File: src/rtl/dadda_8x8_pkg.sv
// Shared widths for the 8x8 Dadda multiplier.
//   WIDTH_IN  : operand width
//   WIDTH_OUT : product width
package dadda_8x8_pkg;

  localparam int unsigned WIDTH_IN  = 8;
  localparam int unsigned WIDTH_OUT = 16;

endpackage

File: src/rtl/full_adder.sv
// One-bit full adder; doubles as a half adder when cin_i is tied low.
//   a_i, b_i, cin_i : addend bits
//   sum_o           : sum bit (same weight)
//   cout_o          : carry bit (next weight)
module full_adder (
  input  logic a_i,
  input  logic b_i,
  input  logic cin_i,
  output logic sum_o,
  output logic cout_o
);

  assign sum_o  = a_i ^ b_i ^ cin_i;
  assign cout_o = (a_i & b_i) | (cin_i & (a_i ^ b_i));

endmodule

File: src/rtl/dadda_8x8.sv
// Unsigned 8x8 -> 16 multiplier: AND-array partial products, four Dadda reduction
// stages (heights 8 -> 6 -> 4 -> 3 -> 2), a ripple-carry CPA and one output register.
//   clk   : rising-edge clock
//   rst_n : synchronous active-low reset, clears y
//   A, B  : unsigned operands
//   y     : registered product A*B, valid one cycle after sampling
module dadda_8x8
  import dadda_8x8_pkg::*;
(
  input  logic                 clk,
  input  logic                 rst_n,
  input  logic [WIDTH_IN-1:0]  A,
  input  logic [WIDTH_IN-1:0]  B,
  output logic [WIDTH_OUT-1:0] y
);

  localparam int NumCols   = 2 * WIDTH_IN - 1;
  localparam int NumStages = 4;
  localparam int MaxH      = WIDTH_IN;

  // Full adders placed in column c of stage s (stage 0 reduces 8 -> 6).
  function automatic int fa_cnt(int s, int c);
    case (s)
      0:       return (c >= 7 && c <= 9) ? 1 : 0;
      1:       return (c == 5 || c == 11) ? 1 : ((c >= 6 && c <= 10) ? 2 : 0);
      2:       return (c >= 4 && c <= 12) ? 1 : 0;
      3:       return (c >= 3 && c <= 13) ? 1 : 0;
      default: return 0;
    endcase
  endfunction

  // Half adders placed in column c of stage s.
  function automatic int ha_cnt(int s, int c);
    case (s)
      0:       return (c >= 6 && c <= 8) ? 1 : 0;
      1:       return (c == 4 || c == 5) ? 1 : 0;
      2:       return (c == 3) ? 1 : 0;
      3:       return (c == 2) ? 1 : 0;
      default: return 0;
    endcase
  endfunction

  // Height of column c at the input of stage s, replaying the adder placement.
  function automatic int col_height(int s, int c);
    logic [4*NumCols-1:0] hv;
    int carry;
    int nh;
    for (int cc = 0; cc < NumCols; cc++) begin
      hv[4*cc +: 4] = (cc < MaxH) ? 4'(cc + 1) : 4'(NumCols - cc);
    end
    for (int ss = 0; ss < s; ss++) begin
      carry = 0;
      for (int cc = 0; cc < NumCols; cc++) begin
        nh    = int'(hv[4*cc +: 4]) - 2 * fa_cnt(ss, cc) - ha_cnt(ss, cc) + carry;
        carry = fa_cnt(ss, cc) + ha_cnt(ss, cc);
        hv[4*cc +: 4] = 4'(nh);
      end
    end
    return int'(hv[4*c +: 4]);
  endfunction

  // dots[s][c][b]: bit b of column c entering stage s; slots above the height are 0.
  logic dots   [NumStages+1][NumCols][MaxH];
  logic fa_sum [NumStages][NumCols][2];
  logic fa_cy  [NumStages][NumCols][2];
  logic ha_sum [NumStages][NumCols];
  logic ha_cy  [NumStages][NumCols];

  // Partial products: column c holds A[c-r] & B[r] for every valid row r.
  for (genvar c = 0; c < NumCols; c++) begin : g_pp
    for (genvar b = 0; b < MaxH; b++) begin : g_bit
      localparam int Row = ((c > MaxH - 1) ? c - (MaxH - 1) : 0) + b;
      if (b < col_height(0, c)) begin : g_dot
        assign dots[0][c][b] = A[c-Row] & B[Row];
      end else begin : g_zero
        assign dots[0][c][b] = 1'b0;
      end
    end
  end

  // Each stage consumes the low dots of a column in its adders and passes the rest.
  // Output column order: untouched dots, FA sums, HA sum, carries from column c-1.
  for (genvar s = 0; s < NumStages; s++) begin : g_stage
    for (genvar c = 0; c < NumCols; c++) begin : g_col
      localparam int H    = col_height(s, c);
      localparam int Nf   = fa_cnt(s, c);
      localparam int Nh   = ha_cnt(s, c);
      localparam int Np   = H - 3 * Nf - 2 * Nh;
      localparam int NfIn = (c > 0) ? fa_cnt(s, c - 1) : 0;
      localparam int NhIn = (c > 0) ? ha_cnt(s, c - 1) : 0;

      for (genvar k = 0; k < 2; k++) begin : g_fa
        if (k < Nf) begin : g_on
          full_adder u_fa (
            .a_i   (dots[s][c][3*k]),
            .b_i   (dots[s][c][3*k+1]),
            .cin_i (dots[s][c][3*k+2]),
            .sum_o (fa_sum[s][c][k]),
            .cout_o(fa_cy[s][c][k])
          );
        end else begin : g_off
          assign fa_sum[s][c][k] = 1'b0;
          assign fa_cy[s][c][k]  = 1'b0;
        end
      end

      if (Nh > 0) begin : g_ha
        full_adder u_ha (
          .a_i   (dots[s][c][3*Nf]),
          .b_i   (dots[s][c][3*Nf+1]),
          .cin_i (1'b0),
          .sum_o (ha_sum[s][c]),
          .cout_o(ha_cy[s][c])
        );
      end else begin : g_no_ha
        assign ha_sum[s][c] = 1'b0;
        assign ha_cy[s][c]  = 1'b0;
      end

      for (genvar b = 0; b < MaxH; b++) begin : g_out
        if (b < Np) begin : g_pass
          assign dots[s+1][c][b] = dots[s][c][3*Nf+2*Nh+b];
        end else if (b < Np + Nf) begin : g_fsum
          assign dots[s+1][c][b] = fa_sum[s][c][b-Np];
        end else if (b < Np + Nf + Nh) begin : g_hsum
          assign dots[s+1][c][b] = ha_sum[s][c];
        end else if (b < Np + Nf + Nh + NfIn) begin : g_fcy
          assign dots[s+1][c][b] = fa_cy[s][c-1][b-Np-Nf-Nh];
        end else if (b < Np + Nf + Nh + NfIn + NhIn) begin : g_hcy
          assign dots[s+1][c][b] = ha_cy[s][c-1];
        end else begin : g_zero
          assign dots[s+1][c][b] = 1'b0;
        end
      end
    end
  end

  // Final two rows: ripple-carry adder; carry out of the top column is bit 15.
  logic [WIDTH_OUT-1:0] y_d;
  logic                 cpa_cy [NumCols+1];

  assign cpa_cy[0] = 1'b0;
  for (genvar c = 0; c < NumCols; c++) begin : g_cpa
    full_adder u_cpa (
      .a_i   (dots[NumStages][c][0]),
      .b_i   (dots[NumStages][c][1]),
      .cin_i (cpa_cy[c]),
      .sum_o (y_d[c]),
      .cout_o(cpa_cy[c+1])
    );
  end
  assign y_d[WIDTH_OUT-1] = cpa_cy[NumCols];

  logic [WIDTH_OUT-1:0] y_q;

  always_ff @(posedge clk) begin
    if (!rst_n) begin
      y_q <= '0;
    end else begin
      y_q <= y_d;
    end
  end

  assign y = y_q;

endmodule

File: config.mk
export PLATFORM = sky130hd
export DESIGN_NAME = dadda_8x8
export DESIGN_NICKNAME = d
export VERILOG_FILES = /design/src/rtl/dadda_8x8_pkg.sv /design/src/rtl/full_adder.sv /design/src/rtl/dadda_8x8.sv
export SDC_FILE = /design/constraint.sdc
export NUM_CORES = 1
export LEC_CHECK = 0
export ABC_CLOCK_PERIOD_IN_PS = 6650
export BUFFER_PORTS_ARGS = -buffer_cell sky130_fd_sc_hd__buf_2
export CAP_MARGIN = 30
export CELL_PAD_IN_SITES_DETAIL_PLACEMENT = 1
export CELL_PAD_IN_SITES_GLOBAL_PLACEMENT = 1
export CORE_AREA = 5 5 74 76
export CTS_CLUSTER_SIZE = 8
export DETAILED_ROUTE_END_ITERATION = 6
export DIE_AREA = 0 0 79 81
export PLACE_DENSITY_LB_ADDON = 0.12
export SLEW_MARGIN = 10
export SYNTH_ARGS = -nofsm -noshare
export SYNTH_HDL_FRONTEND = slang
export SYNTH_SLANG_ARGS = --single-unit
File: constraint.sdc
create_clock -name clk -period 6.65 [get_ports clk]
set_input_delay 0.665 -clock clk [delete_from_list [all_inputs] [get_ports clk]]
set_output_delay 0.665 -clock clk [all_outputs]
set_load 0.02 [all_outputs]
==> reports/qor.yml <==
global_routing:
  grt_max_degree: 17
  track_usage_pct: 15.8
  grt_use_met1_pct: 17.2
  antenna_found_initial: 0
  overflow: 0
  grt_pass1_wl_um: 7700
  grt_busiest_layer: "met2"
  grt_pass1_vias: 1668
  grtUsageMet2_pct: 32.4
  use_met3_pct: 2.77
logic_synthesis:
  yosysTopAreaCellShare_pct: 48.2
  yosysSeqAreaShare_pct: 16.1
  synth-simple-area-share_pct: 22.3
  yosys.cell_types.count: 10
  syn_area_per_cell_um2: 10.2
  ys_top_cells_by_area: "fa_1 48%, dfxtp_1 16%, and2_1 15%, inv_1 8.1%, ha_1 5.0%"
  synth_mux_area_share_pct: 0
  synth_cells: 195
  syn_area_um2: 2000
  synth_top_family_by_area: "adder cells"
  synth-compound-area-share_pct: 0
  synthAdderAreaFrac_pct: 53.2
  ys_ff_latch: 16
  yosys_warnings: 0
  synthXorXnorAreaFrac_pct: 0
  syn-num-nets: 269
  synth_top_area_cell: "fa_1"
floorplanning:
  die_w_um: 79
  die_area_um2: 6400
  io_pins: 34
  start_util_pct: 42.8
  fp.dieH_um: 81
  core_um2: 4660
  rows: 25
placement:
  place.gp.congestion: 0.805
  hpwl_um: 3760
  io_buffers: 33
timing:
  slew_headroom_pct: 87.4
  holdWs_ps: 769
  final.setup.tns_ps: 0
  rsz0062_at_grt: "no"
  finalSetupViolCount: 0
  worstMarginPinSlew_ps: 189
  finalCritPeriodShare_pct: 86.8
  fin_crit_ps: 5770
  fmax_ghz: 0.173
  slew_violations: 0
  final-hold-violation-count: 0
routing:
  vias: 1362
  avgRoutedWirePerCell_um: 15.0
  drc_errors: 0
  viasPerCell: 4.78
  drtAntennaViolNets: 0
  first_pass_iters: 4
  postRouteWirelength_um: 4280
  drtIter0Drc: 39
cells_and_area:
  num_antenna_cells: 0
  final_common_cell: "and2_1"
  area_growth_pct: 14.0
  drive_gt1_share_pct: 16.0
  final_net_count: 306
  largest_reg_flops: 16
  final_cell_mix: "49 x and2_1, 48 x fa_1, 43 x inv_1"
setup_path:
  start_kind: "input port"
  criticalPathCategory: "in -> reg"
  critPathLaunch: "B[2]"
  crit_path_end_kind: "register"
  critical_path_arrival_ps: 5920
  crit_end: "y[14]$_SDFF_PN0_"
  crit_required_ps: 6790
  worstPathMaxFanout: 8
run:
  max-cap-violations: 0
worst_hold_path:
  hold_path.class: "in -> reg"
clocking:
  clk_pin_slew_worst_paths_ps: 60
  clock-sinks: 16
  postCtsResizedCells: 0
  cts_tree: "done"
  numCtsBuffers: 3
  postCtsSetupBuffers: 0
  clock-root-buffer: "clkbuf_8"
  cts.hold.buffers_added: 0
  htree_levels: 1
  clock_path_buffers: 2
power_and_ir_drop:
  powerDensity_nw_per_um2: 242
  power_mw: 0.550
  p_leak_nw: 1.14
  ir_worst_vdd_uv: 123
run_status:
  outcome: "finished, final reports clean"
-- critical path: stages --
cell and delay (ps):
buf_2 180, nand2_1 110, fa_1 510, fa_1 560, inv_1 70, fa_1 480, inv_1 50, fa_1 540
fa_1 200, fa_1 190, fa_1 160, inv_1 50, fa_1 400, fa_1 390, fa_1 390, fa_1 390
fa_1 420, and2_1 160
-- stage by stage --
| stage | instance area [µm²] | cells | util, % | setup slack (ps) |
|---|---|---|---|---|
| floorplan | 2000 | 195 | - | 938 |
| global placement | 2220 | 281 | 47.7 | 669 |
| detailed placement | 2220 | 281 | 47.7 | 573 |
| CTS | 2280 | 285 | 48.8 | 838 |
| global route | 2280 | 285 | 48.8 | 634 |
| finish | 2280 | 285 | 48.8 | 876 |
-- layer usage --
layer	vias to the layer above	part of all wire, %	routed length [µm]
li1	623	-	-
met1	714	36	1540
met2	20	61	2600
met3	5	2.5	107
met4	0	0.79	34
met5	-	0	0
-- kinds of logic (layout without fill, tap and decap cells) --
kind of cell | after synthesis | after routing
adder cells (fa/ha/maj) | 56 | 56
buffers and inverters | 44 | 80
AND/OR/NAND/NOR | 79 | 79
flip-flops | 16 | 16
-- cell usage after synthesis --
cell type / count
nand2_1: 21
inv_1: 43
nor2b_1: 5
buf_4: 1
fa_1: 48
and2_1: 49
and2b_1: 3
dfxtp_1: 16
ha_1: 8
and3_1: 1
-- cell type report --
type                       instances  area, µm²
multi-input combinational        135       1510
fill                             544       2380
clock buffer                       4       55.1
sequential                        16        320
tap                               54       67.6
inverter                          43        161
timing repair buffer              33        165
-- worst min-delay path by stage --
| stage | from | endpoint | slack, ps | cells past startpoint |
|---|---|---|---|---|
| final | rst_n | y[3]$_SDFF_PN0_ | 770 | 2 |
| after global routing | A[0] | y[0]$_SDFF_PN0_ | 780 | 2 |
| after CTS | rst_n | y[3]$_SDFF_PN0_ | 770 | 2 |
| after detailed placement | rst_n | y[3]$_SDFF_PN0_ | 1040 | 2 |
| after global placement | B[0] | y[0]$_SDFF_PN0_ | 1040 | 2 |
| after floorplan | rst_n | y[2]$_SDFF_PN0_ | 790 | 1 |
-- where the power goes --
| part | switching (mW) | total (mW) | internal (mW) |
|---|---|---|---|
| sequential | 0.00523 | 0.131 | 0.126 |
| combinational | 0.189 | 0.335 | 0.146 |
| clock | 0.0314 | 0.0839 | 0.0525 |
Note: power is estimated with default switching activity, not from simulation.
